**src/rtl/mem_port_arbiter_pkg.sv**
```systemverilog
// Shared encodings for the unified memory port arbiter: FSM states and the
// owner of the transaction currently on the bus.
package mem_port_arbiter_pkg;

  typedef enum logic [1:0] {
    ST_IDLE  = 2'd0,
    ST_ISSUE = 2'd1,
    ST_WAIT  = 2'd2,
    ST_RESP  = 2'd3
  } state_t;

  typedef enum logic {
    OWN_FETCH = 1'b0,
    OWN_DATA  = 1'b1
  } owner_t;

endpackage

```
**src/rtl/mem_port_arbiter.sv**
```systemverilog
// Arbitrates one memory port between instruction fetch and the load/store
// unit. One transaction in flight at a time; data wins ties because it
// belongs to the older instruction. Flushed fetches still finish on the bus
// but never raise if_valid.
module mem_port_arbiter #(
  parameter int ADDR_W = 32,
  parameter int DATA_W = 32
) (
  input  logic                clk,
  input  logic                reset,
  input  logic                if_req,
  input  logic [ADDR_W-1:0]   if_addr,
  input  logic                if_flush,
  output logic [DATA_W-1:0]   if_rdata,
  output logic                if_valid,
  input  logic                d_req,
  input  logic                d_we,
  input  logic [ADDR_W-1:0]   d_addr,
  input  logic [DATA_W-1:0]   d_wdata,
  input  logic [DATA_W/8-1:0] d_be,
  output logic [DATA_W-1:0]   d_rdata,
  output logic                d_valid,
  output logic                m_req,
  output logic                m_we,
  output logic [ADDR_W-1:0]   m_addr,
  output logic [DATA_W-1:0]   m_wdata,
  output logic [DATA_W/8-1:0] m_be,
  input  logic                m_ready,
  input  logic                m_rvalid,
  input  logic [DATA_W-1:0]   m_rdata,
  output logic                stall_if,
  output logic                stall_mem
);
  import mem_port_arbiter_pkg::*;

  localparam int BE_W = DATA_W / 8;

  state_t              state_reg, state_next;
  owner_t              owner_reg, owner_next;
  logic                drop_reg, drop_next;
  logic                m_req_reg, m_req_next;
  logic                m_we_reg, m_we_next;
  logic [ADDR_W-1:0]   m_addr_reg, m_addr_next;
  logic [DATA_W-1:0]   m_wdata_reg, m_wdata_next;
  logic [BE_W-1:0]     m_be_reg, m_be_next;
  logic [DATA_W-1:0]   if_rdata_reg, if_rdata_next;
  logic [DATA_W-1:0]   d_rdata_reg, d_rdata_next;
  logic                in_resp;

  // State, request payload and captured read data registers.
  always_ff @(posedge clk or posedge reset) begin
    if (reset) begin
      state_reg    <= ST_IDLE;
      owner_reg    <= OWN_FETCH;
      drop_reg     <= 1'b0;
      m_req_reg    <= 1'b0;
      m_we_reg     <= 1'b0;
      m_addr_reg   <= '0;
      m_wdata_reg  <= '0;
      m_be_reg     <= '0;
      if_rdata_reg <= '0;
      d_rdata_reg  <= '0;
    end else begin
      state_reg    <= state_next;
      owner_reg    <= owner_next;
      drop_reg     <= drop_next;
      m_req_reg    <= m_req_next;
      m_we_reg     <= m_we_next;
      m_addr_reg   <= m_addr_next;
      m_wdata_reg  <= m_wdata_next;
      m_be_reg     <= m_be_next;
      if_rdata_reg <= if_rdata_next;
      d_rdata_reg  <= d_rdata_next;
    end
  end

  // Next-state logic: pick a requester, hold the request until accepted,
  // wait for the response, then spend exactly one cycle reporting it.
  always_comb begin
    state_next    = state_reg;
    owner_next    = owner_reg;
    drop_next     = drop_reg;
    m_req_next    = m_req_reg;
    m_we_next     = m_we_reg;
    m_addr_next   = m_addr_reg;
    m_wdata_next  = m_wdata_reg;
    m_be_next     = m_be_reg;
    if_rdata_next = if_rdata_reg;
    d_rdata_next  = d_rdata_reg;
    case (state_reg)
      ST_IDLE: begin
        if (d_req) begin
          m_we_next    = d_we;
          m_addr_next  = d_addr;
          m_wdata_next = d_wdata;
          m_be_next    = d_be;
          owner_next   = OWN_DATA;
          m_req_next   = 1'b1;
          state_next   = ST_ISSUE;
        end else if (if_req && !if_flush) begin
          m_we_next    = 1'b0;
          m_addr_next  = if_addr;
          m_be_next    = '1;
          owner_next   = OWN_FETCH;
          m_req_next   = 1'b1;
          state_next   = ST_ISSUE;
        end
      end
      ST_ISSUE: begin
        if (if_flush && owner_reg == OWN_FETCH) drop_next = 1'b1;
        if (m_ready) begin
          m_req_next = 1'b0;
          state_next = ST_WAIT;
        end
      end
      ST_WAIT: begin
        if (if_flush && owner_reg == OWN_FETCH) drop_next = 1'b1;
        if (m_rvalid) begin
          if (owner_reg == OWN_DATA) d_rdata_next = m_rdata;
          else                       if_rdata_next = m_rdata;
          state_next = ST_RESP;
        end
      end
      ST_RESP: begin
        drop_next  = 1'b0;
        state_next = ST_IDLE;
      end
      default: state_next = ST_IDLE;
    endcase
  end

  // Completion pulses come straight from the RESP state so a flush in that
  // same cycle can still suppress the fetch result.
  assign in_resp  = (state_reg == ST_RESP);
  assign d_valid  = in_resp && (owner_reg == OWN_DATA);
  assign if_valid = in_resp && (owner_reg == OWN_FETCH) && !drop_reg && !if_flush;

  assign stall_if  = if_req & ~if_valid;
  assign stall_mem = d_req & ~d_valid;

  assign m_req    = m_req_reg;
  assign m_we     = m_we_reg;
  assign m_addr   = m_addr_reg;
  assign m_wdata  = m_wdata_reg;
  assign m_be     = m_be_reg;
  assign if_rdata = if_rdata_reg;
  assign d_rdata  = d_rdata_reg;

endmodule

```
**config.mk**
```make
export PLATFORM = sky130hd
export DESIGN_NAME = mem_port_arbiter
export DESIGN_NICKNAME = d
export VERILOG_FILES = /design/src/rtl/mem_port_arbiter_pkg.sv /design/src/rtl/mem_port_arbiter.sv
export SDC_FILE = /design/constraint.sdc
export NUM_CORES = 1
export LEC_CHECK = 0
export BUFFER_PORTS_ARGS = -buffer_cell sky130_fd_sc_hd__buf_2
export CAP_MARGIN = 20
export CORE_MARGIN = 4
export CORE_UTILIZATION = 50
export DETAILED_ROUTE_END_ITERATION = 16
export PLACE_DENSITY = 0.94
export SETUP_SLACK_MARGIN = 0.05
export SYNTH_ARGS = -nofsm -noshare
export SYNTH_HDL_FRONTEND = slang
export SYNTH_SLANG_ARGS = --single-unit
```
**constraint.sdc**
```tcl
create_clock -name clk -period 6.3 [get_ports clk]
set_clock_uncertainty 0.2 [all_clocks]
set_input_delay 0 -clock clk [delete_from_list [all_inputs] [get_ports clk]]
set_output_delay 0 -clock clk [all_outputs]
set_load 0.02 [all_outputs]
```
==> results of run 1 <==
==> per-stage QoR <==
| stage | cells | hold WS [ns] |
|---|---|---|
| after floorplan | 356 | -0.108 |
| after global placement | 758 | -0.0984 |
| after detailed placement | 758 | -0.0769 |
| final | 936 | 0.0514 |
| after CTS | 932 | 0.0307 |
| after global routing | 936 | 0.106 |
==> cells in the final DEF, fill, tap and decap left out, types with 2 or more instances in the layout <==
cell type	netlist	routed
buf_4	3	3
mux2_4	26	26
dfrtp_1	138	138
mux2_2	135	135
clkinv_2	0	3
clkbuf_1	0	3
nor2b_1	7	7
diode_2	0	4
ha_1	4	4
bufinv_16	0	4
clkbuf_16	0	17
nand2_1	3	3
dlygate4sd3_1	0	142
o22a_1	4	4
buf_2	10	277
a21oi_1	2	2
clkinvlp_4	0	4
inv_1	5	4
==> cell type report <==
class / instances / area, um^2
clock buffer: 20 / 437
tap: 140 / 175
clock inverter: 12 / 174
sequential: 138 / 3450
fill: 482 / 1800
antenna: 4 / 10.0
inverter: 5 / 23.8
multi-input combinational: 195 / 2170
timing repair buffer: 422 / 2830
==> kinds of logic (layout without fill, tap and decap cells) <==
kind of cell,Yosys count,after routing,share of synthesized area (%)
AO/OA/AOI/OAI,14,14,1.99
AND/OR/NAND/NOR,16,16,1.65
flip-flops,138,138,59.8
multiplexers,161,161,33.1
adder cells (fa/ha/maj),4,4,0.867
other,0,4,0
buffers and inverters,23,459,2.56
==> final timing paths <==
path	endpoint	depth (start not counted)
setup / recovery	m_req	7
hold / removal	m_wdata[29]	3
setup reg to reg	m_req	7
hold reg to reg	m_wdata[23]	1
max in group asynchronous	m_wdata[6]	4
min in group clk	m_wdata[23]	3
==> tightest hold or removal path, cell delays in order <==
cell,delay [ns]
dlygate4sd3_1,0.55
buf_2,0.15
inv_6,0.42
==> report_power, final <==
| group | internal [mW] | switching (mW) | leakage, nW | total [mW] |
|---|---|---|---|---|
| Combinational | 0.947 | 1.18 | 2.61 | 2.12 |
| Sequential | 1.34 | 0.295 | 1.64 | 1.64 |
| Clock | 0.661 | 0.378 | 0.286 | 1.04 |
==> per-layer routing <==
metal  wire length (um)  global-route usage [%]  vias up
met4                945                    17.6        2
li1                   -                       -     2122
met1               7120                    32.8     2425
met2              10600                    54.2      258
met5                  7                       0        -
met3               1320                    7.31       69
==> reports/results.ini, run 1 <==
[run_status]
status = complete, no violations

[floorplanning]
die_width_um = 115
row_count = 38
ioPinCount = 278
core_um2 = 11100
start_util_pct = 52.1
die_area_um2 = 13300
die_h_um = 115

[detailed_routing]
drtAntennaViolNets = 0
viasPerCell = 5.21
drt_pass1_iterations = 4
wl_per_cell_um = 21.4
wl_um = 20000
drt_iter0_markers = 307
drc = 0
vias = 4876

[synth]
synth_seq_cells = 138
synthCells = 356
syn_nets = 500
netlist_top_cells_count = dfrtp_1, mux2_2, mux2_4, buf_2, nor2b_1
synth_warnings = 0
synth_cell_types = 26
postSynth.asyncResetShare_pct = 100
yosys.area.top_type = dfrtp_1
syn_avg_cell_area_um2 = 16.2
yosysSeqAreaShare_pct = 59.8
synthesis.area_um2 = 5770
ys.flop_type = dfrtp_1
synthMostInstantiatedCell = dfrtp_1
synthTopCellsByArea = dfrtp_1, mux2_2, mux2_4, buf_6, buf_2
synth_top_area_share_pct = 59.8
synth-edff-count = 0

[placement]
port_buffers = 277
place_congestion = 0.801
place_hpwl_um = 11000
dpl-instance-area_um2 = 7230
place_ws_ns = 3.78

[critical_path]
crit_required_ns = 6.45
rrSetupSlack_ns = 3.48
critPathCaptureType = flop
startpoint_type = flop
crit_type = flop to flop
rr_startpoint = state_reg[0]
critPathMaxFanout = 8
path_cells = inv_1 > ha_1 > nor2b_1 > a21oi_1 > dlygate4sd3_1 > a211oi_1 > dlygate4sd3_1
path_buf_inv = 3
critPathMaxStageDelay_ns = 0.58
cp_data_arrival_time_ns = 2.97
critPathSlowestCell = dlygate4sd3_1
cpMostUsedCell = dlygate4sd3_1
crit_start = state_reg[0]
cp_top_family = buffers and inverters

[clock_tree]
tritoncts = yes
clk_latency_ns = 0.41
cts_max_path_buffers = 2
cts_buffers = 17
clkSinkCount = 138
cts_hold_buf = 142
post_cts_resized = 0
clkTransAtPathRegs_ns = 0.06
htree_levels = 4
cts_setup_buffers = 0
root_buffer = clkbuf_16

[hold_path]
hp-class = primary input to async pin

[global_route]
grt_pass1_wl_um = 30600
grt_pass1_vias = 5681
grtUsageTotal_pct = 30.4
antenna_found_initial = 5
grt_max_degree = 73
grt_overflow = 0

[run]
drv_cap = 0

[sta]
layout_setup_ws_ns = 3.48
fmax_mhz = 355
relSlewSlack_pct = 25.4
period_share_pct = 44.8
setup_viol = 0
final_hold_viol_count = 0
tightest_slew_ns = 1.12
finalSetupTns_ns = 0
maxSlewViolCount = 0
layout_min_cycle_time_ns = 2.82
rsz0062_at_grt = no

[pwr]
power_density_nw_per_um2 = 518
p_total_mw = 4.80
vdd_drop_max_mv = 0.388
leakagePower_nw = 4.53

[finish]
syn2layout_area_growth_pct = 60.7
layout-drive-gt1-share_pct = 59.8
finalInstanceArea_um2 = 9280
nNetsFinal = 923
fin_util_pct = 83.7

(Power assumes the default switching activity.)
==> run 2, diff against run 1 <==
--- a/config.mk
+++ b/config.mk
@@ -5,12 +5,13 @@
 export SDC_FILE = /design/constraint.sdc
 export NUM_CORES = 1
 export LEC_CHECK = 0
+export ABC_AREA = 1
 export BUFFER_PORTS_ARGS = -buffer_cell sky130_fd_sc_hd__buf_2
 export CAP_MARGIN = 20
 export CORE_MARGIN = 4
-export CORE_UTILIZATION = 50
+export CORE_UTILIZATION = 46
 export DETAILED_ROUTE_END_ITERATION = 16
-export PLACE_DENSITY = 0.94
+export PLACE_DENSITY = 0.88
 export SETUP_SLACK_MARGIN = 0.05
 export SYNTH_ARGS = -nofsm -noshare
 export SYNTH_HDL_FRONTEND = slang
==> constraint.sdc (replaced) <==
create_clock -name clk -period 2.8 [get_ports clk]
set_clock_uncertainty 0.2 [all_clocks]
set_input_delay 0 -clock clk [delete_from_list [all_inputs] [get_ports clk]]
set_output_delay 0 -clock clk [all_outputs]
set_load 0.02 [all_outputs]
==> run 2 against run 1 <==
Net effect: clock power rose by 120%; combinational power grew 100%; flip-flop and latch count stayed put; non-clock buffer count rose by 16; critical path type unchanged; critical endpoint is now m_addr[20]; largest power group unchanged.
==> reports/results.ini, run 2 <==
[synth]
syn_nets = 838  ; +68%
synth_warnings = 0  ; unchanged
synth-edff-count = 0  ; unchanged
synth_top_area_share_pct = 59.3  ; -0.58 points
yosys.area.top_type = dfrtp_1
synthMostInstantiatedCell = nand2_1
synthTopCellsByArea = dfrtp_1, nand2_1, nand3_1, o21ai_0, inv_1
syn_avg_cell_area_um2 = 8.40  ; -48%
synth_cell_types = 19  ; -27%
netlist_top_cells_count = nand2_1, dfrtp_1, nand3_1, o21ai_0, inv_1
ys.flop_type = dfrtp_1
synthesis.area_um2 = 5830  ; +0.98%
synth_seq_cells = 138  ; unchanged
synthCells = 694  ; +95%
postSynth.asyncResetShare_pct = 100  ; unchanged
yosysSeqAreaShare_pct = 59.3  ; -0.58 points

[placement]
place_hpwl_um = 11800  ; +7.5%
place_ws_ns = 0.596  ; -3.18 ns
dpl-instance-area_um2 = 7340  ; +1.5%
place_congestion = 0.793  ; -1.0%
port_buffers = 277  ; unchanged

[hold_path]
hp-class = primary input to async pin

[detailed_routing]
top_layer = met4
wl_met1_um = 7980  ; +12%
drt_iter0_markers = 733  ; +140%
wl_per_cell_um = 17.2  ; -20%
vias = 6698  ; +37%
viasPerCell = 5.18  ; -0.56%
met3_wirelength_um = 1950  ; +48%
drtAntennaViolNets = 0  ; unchanged
drt_pass1_iterations = 5  ; +1
wl_um = 22200  ; +11%
drc = 0  ; unchanged
met2_length_um = 11000  ; +3.6%

[finish]
syn2layout_area_growth_pct = 62.6
nNetsFinal = 1255  ; +36%
mostFrequentLayoutCell = nand2_1
multi_input_area_um2 = 2020  ; -7.0%
final_cell_mix = nand2_1, buf_2, dlygate4sd3_1, dfrtp_1, nand3_1
fillers = 740  ; +54%
layout.area.seq_um2 = 3450  ; unchanged
layout-drive-gt1-share_pct = 28.7  ; -31 points
finalInstanceArea_um2 = 9470  ; +2.1%

[clock_tree]
post_cts_resized = 0  ; unchanged
root_buffer = clkbuf_16
clk_latency_ns = 0.41  ; about the same
cts_max_path_buffers = 2  ; unchanged
htree_levels = 4  ; unchanged
clkSinkCount = 138  ; unchanged
clkTransAtPathRegs_ns = 0.06  ; about the same
cts_buffers = 17  ; unchanged
tritoncts = yes

[sta]
setup_viol = 0  ; unchanged
finalSetupTns_ns = 0  ; unchanged
final_hold_viol_count = 0  ; unchanged
fmax_mhz = 439  ; +24%
maxSlewViolCount = 0  ; unchanged
layout_setup_ws_ns = 0.521  ; -2.96 ns
period_share_pct = 81.4  ; +37 points
layout_min_cycle_time_ns = 2.28  ; -0.541 ns
relSlewSlack_pct = 31.2  ; +5.8 points
rsz0062_at_grt = no
tightest_slew_ns = 1.03  ; -0.0875 ns

[critical_path]
rrSetupSlack_ns = 0.52  ; -2.96 ns
reg2reg_depth = 7  ; unchanged
cp_data_arrival_time_ns = 2.42  ; -0.55 ns
rr_endpoint = m_addr[20]
crit_type = flop to flop
startpoint_type = flop
critPathCaptureType = flop
critPathMaxFanout = 37  ; +29
rr_startpoint = state_reg[0]
crit_required_ns = 2.94  ; -3.51 ns

[floorplanning]
start_util_pct = 47.7  ; -4.4 points
die_area_um2 = 14500  ; +9.1%
row_count = 40  ; +5.3%
die_h_um = 121  ; +4.4%
ioPinCount = 278  ; unchanged
die_width_um = 121  ; +4.4%
core_um2 = 12200  ; +10%

[pwr]
leakagePower_nw = 5.31  ; +17%
vdd_drop_max_mv = 0.626  ; +61%
power_frac_clock_pct = 22.7  ; +1.1 points
p_int_mw = 5.84  ; +98%
p_sw_mw = 4.22  ; +130%
swShare_pct = 41.9  ; +3.4 points
p_comb_share_pct = 42.8  ; -1.4 points
power_density_nw_per_um2 = 1060  ; +110%
pwr-share-seq_pct = 34.5  ; +0.4 points

[global_route]
grtUsageTotal_pct = 30.3  ; -0.13 points
grt_pass1_wl_um = 34700  ; +13%
grt_pass1_vias = 6922  ; +22%
grt_overflow = 0  ; unchanged
antenna_found_initial = 1  ; -4
grt_max_degree = 81  ; +11%

[run]
drv_cap = 0  ; unchanged

[run_status]
status = complete, no violations

==> run 2: layer usage <==
layer	vias to the layer above	GRT usage (%)
met5	-	0
met4	0	19.3
met3	116	7.81
met2	448	51.7
met1	3135	33.4
li1	2999	-
==> run 2: final cells by class <==
class	instances	area share, %
flip-flops and latches	138	36.5
repair buffers	438	31.7
multi-input cells	470	21.3
clock buffers	26	5.59
well taps	168	2.22
inverters	46	1.86
clock inverters	6	0.872
diodes	1	0.0264
==> run 2: power groups by stage <==
| stage | logic, mW | clock network [mW] | registers, mW |
|---|---|---|---|
| after global routing | 4.65 | 2.41 | 3.56 |
| final | 4.31 | 2.28 | 3.47 |
| after detailed placement | 3.96 | 0 | 3.40 |
| after floorplan | 1.42 | 0 | 4.46 |
| after CTS | 4.18 | 2.30 | 3.41 |
| after global placement | 3.82 | 0 | 3.39 |
==> run 2: cells by family (layout without fill, tap and decap cells) <==
kind of cell / after synthesis / after routing / share of synthesized area [%]
AND/OR/NAND/NOR: 398 / 398 / 27.9
AO/OA/AOI/OAI: 68 / 68 / 5.93
other: 0 / 1 / 0
buffers and inverters: 86 / 516 / 6.10
adder cells (fa/ha/maj): 4 / 4 / 0.859
flip-flops: 138 / 138 / 59.3
==> run 2: how the worst max path moves through the flow <==
stage / start / endpoint / depth (start not counted)
6_report: state_reg[0] / m_addr[20] / 7
3_5_place_dp: state_reg[0] / owner_reg / 6
4_1_cts: state_reg[0] / owner_reg / 6
5_1_grt: state_reg[0] / m_addr[20] / 7
2_1_floorplan: reset / d_rdata[0] / 1
3_3_place_gp: state_reg[0] / owner_reg / 6
==> run 2: worst max-delay path, stage by stage (launching register included) <==
cell and delay [ns]:
dfrtp_1 0.41, inv_1 0.09, ha_1 0.17, buf_4 0.24, nand3_4 0.37, nand2_4 0.47, nand2_1 0.15, nand2_1 0.10
==> run 2: repair_timing <==
item                                   4_1_cts  5_1_grt
setup endpoints to repair                    0        0
setup buffers                                0        0
endpoints found under the hold margin      166        0
hold buffers                               152        0
==> run 2: stage by stage <==
stage,cells,hold slack (ns),utilization (%),total power [mW]
2_1_floorplan,694,-0.110,-,5.89
3_3_place_gp,1108,-0.0669,60.1,7.21
3_5_place_dp,1108,-0.0685,60.1,7.36
4_1_cts,1292,0.0347,77.6,9.89
5_1_grt,1293,0.0820,77.6,10.6
6_report,1293,0.0357,77.6,10.1
==> run 3, diff against run 2 <==
==> constraint.sdc (replaced) <==
create_clock -name clk -period 2.2 [get_ports clk]
set_clock_uncertainty 0.2 [all_clocks]
set_input_delay 0 -clock clk [delete_from_list [all_inputs] [get_ports clk]]
set_output_delay 0 -clock clk [all_outputs]
set_load 0.02 [all_outputs]
==> run 3 against run 2 <==
Net effect: first-iteration DRC count is 15% lower; power is 32% higher; utilization grew 1.2 points; final cell count is essentially flat; critical path type unchanged; largest cell class unchanged; highest routed layer unchanged.
==> reports/results.ini, run 3 (synthesized netlist as in run 2, its figures left out) <==
[placement]
place_congestion = 0.807  ; +1.7%
place_hpwl_um = 11700  ; -1.5%
place_ws_ns = 0.350  ; -0.247 ns
dp_cells = 1108  ; unchanged
port_buffers = 277  ; unchanged

[sta]
rsz0062_at_grt = yes
tightest_slew_ns = 0.715  ; -0.316 ns
final_hold_viol_count = 0  ; unchanged
setup_viol = 0  ; unchanged
maxSlewViolCount = 0  ; unchanged
layout_min_cycle_time_ns = 2.11  ; -0.174 ns
fmax_mhz = 475  ; +8.2%
period_share_pct = 95.7  ; +14 points
whs_ns = 0.0550  ; +0.0193 ns
layout_setup_ws_ns = 0.0942  ; -0.426 ns
relSlewSlack_pct = 52.3  ; +21 points

[detailed_routing]
drtAntennaViolNets = 0  ; unchanged
drc = 0  ; unchanged
vias = 6760  ; +0.93%
wl_um = 22900  ; +2.9%
wl_per_cell_um = 17.7  ; +2.8%
drt_iter0_markers = 625  ; -15%
viasPerCell = 5.22  ; +0.85%
drt_pass1_iterations = 7  ; +2

[pwr]
swShare_pct = 41.3  ; -0.58 points
p_comb_share_pct = 42.0  ; -0.8 points
vdd_drop_max_mv = 0.922  ; +47%
leakagePower_nw = 5.36  ; +0.98%
power_frac_clock_pct = 24.8  ; +2.1 points
p_sw_mw = 5.48  ; +30%
p_total_mw = 13.3  ; +32%
p_int_mw = 7.78  ; +33%
power_density_nw_per_um2 = 1380  ; +30%
pwr-share-seq_pct = 33.2  ; -1.3 points

[global_route]
antenna_found_initial = 1  ; unchanged
grt_pass1_wl_um = 35500  ; +2.4%
grt_pass1_vias = 6967  ; +0.65%
grt_overflow = 0  ; unchanged
grt_max_degree = 139  ; +72%
grtUsageTotal_pct = 31.0  ; +0.79 points

[clock_tree]
root_buffer = clkbuf_16
cts_buffers = 17  ; unchanged
tritoncts = yes
cts_setup_buffers = 0  ; unchanged
clkSinkCount = 138  ; unchanged
clk_latency_ns = 0.41  ; about the same
htree_levels = 4  ; unchanged
cts_max_path_buffers = 2  ; unchanged
clkTransAtPathRegs_ns = 0.06  ; about the same

[critical_path]
crit_start = state_reg[0]
startpoint_type = flop
rrSetupSlack_ns = 0.09  ; -0.43 ns
cp_data_arrival_time_ns = 2.21  ; -0.21 ns
reg2reg_depth = 7  ; unchanged
cp-endpoint = d_rdata[16]
critPathMaxFanout = 32  ; -14%
rr_startpoint = state_reg[0]
crit_type = flop to flop
rr_endpoint = d_rdata[16]
crit_required_ns = 2.30  ; -0.64 ns
critPathCaptureType = flop

[floorplanning]
die_width_um = 121  ; unchanged
die_h_um = 121  ; unchanged
row_count = 40  ; unchanged
core_um2 = 12200  ; unchanged
start_util_pct = 47.7  ; unchanged
ioPinCount = 278  ; unchanged
die_area_um2 = 14500  ; unchanged

[finish]
fin_cells = 1294  ; +0.077%
mostFrequentLayoutCell = nand2_1
final_cell_mix = nand2_1, buf_2, dlygate4sd3_1, dfrtp_1, nand3_1
layout-drive-gt1-share_pct = 29.2  ; +0.42 points
syn2layout_area_growth_pct = 65.1
nNetsFinal = 1256  ; +0.080%

[run_status]
status = complete, no violations

[hold_path]
hp-class = primary input to flop

[run]
drv_cap = 0  ; unchanged

run 3: cell count changes in the layout (fill, tap and decap cells not counted), sizes merged:
cell	delta
inv	+2
clkinvlp	+2
clkbuf	-7
bufinv	+4
run 3: worst max-delay path, cell delays in order (launching register included):
cell and delay [ns]:
dfrtp_1 0.41, inv_1 0.10, ha_2 0.25, nand3_4 0.12, buf_12 0.19, nand2_1 0.07
o21ai_0 0.08, dlygate4sd3_1 0.56
run 3: worst min-delay path by stage:
stage / from / end / slack (ns) / cells past startpoint
finish: d_req / m_wdata[24] / 0.05 / 4
global route: d_req / m_wdata[24] / 0.06 / 4
CTS: d_req / m_wdata[23] / 0.002 / 4
detailed placement: d_wdata[10] / m_wdata[10] / 0.02 / 3
global placement: d_wdata[11] / m_wdata[11] / 0.02 / 3
floorplan: if_flush / if_valid / -0.11 / 1
run 3: metrics by stage:
stage          setup TNS, ns  cell area, um^2  util, %
2_1_floorplan              0             5830        -
3_3_place_gp               0             7380     60.4
3_5_place_dp               0             7380     60.4
4_1_cts                    0             9580     78.4
5_1_grt              -0.0181             9620     78.8
6_report                   0             9620     78.8
run 3: layout make-up:
class                           instances  area [um^2]
Antenna cell                            1         2.50
Clock buffer                           18          439
Clock inverter                         14          243
Fill cell                             691         2590
Inverter                               46          176
Multi-Input combinational cell        470         2030
Sequential cell                       138         3450
Tap cell                              168          210
Timing Repair Buffer                  439         3070
run 3: power groups by stage:
stage	Sequential [mW]	Clock, mW	Combinational, mW
finish	4.41	3.29	5.57
global route	4.53	3.44	6.00
CTS	4.32	3.31	5.35
detailed placement	4.33	0	5.08
global placement	4.31	0	4.90
floorplan	5.68	0	1.81
run 3: per-layer routing:
| metal | GRT usage (%) | vias to the layer above | wire length [um] |
|---|---|---|---|
| met1 | 33.3 | 3132 | 7780 |
| met2 | 52.6 | 486 | 11400 |
| met4 | 19.7 | 0 | 1260 |
| li1 | - | 3011 | - |
| met5 | 0 | - | 0 |
| met3 | 10.1 | 131 | 2430 |
run 3: repair_timing:
action | in CTS | in global routing
gates resized for setup | 0 | 4
endpoints found under the hold margin | 275 | 0
setup endpoints to repair | 0 | 15
hold buffers | 152 | 0
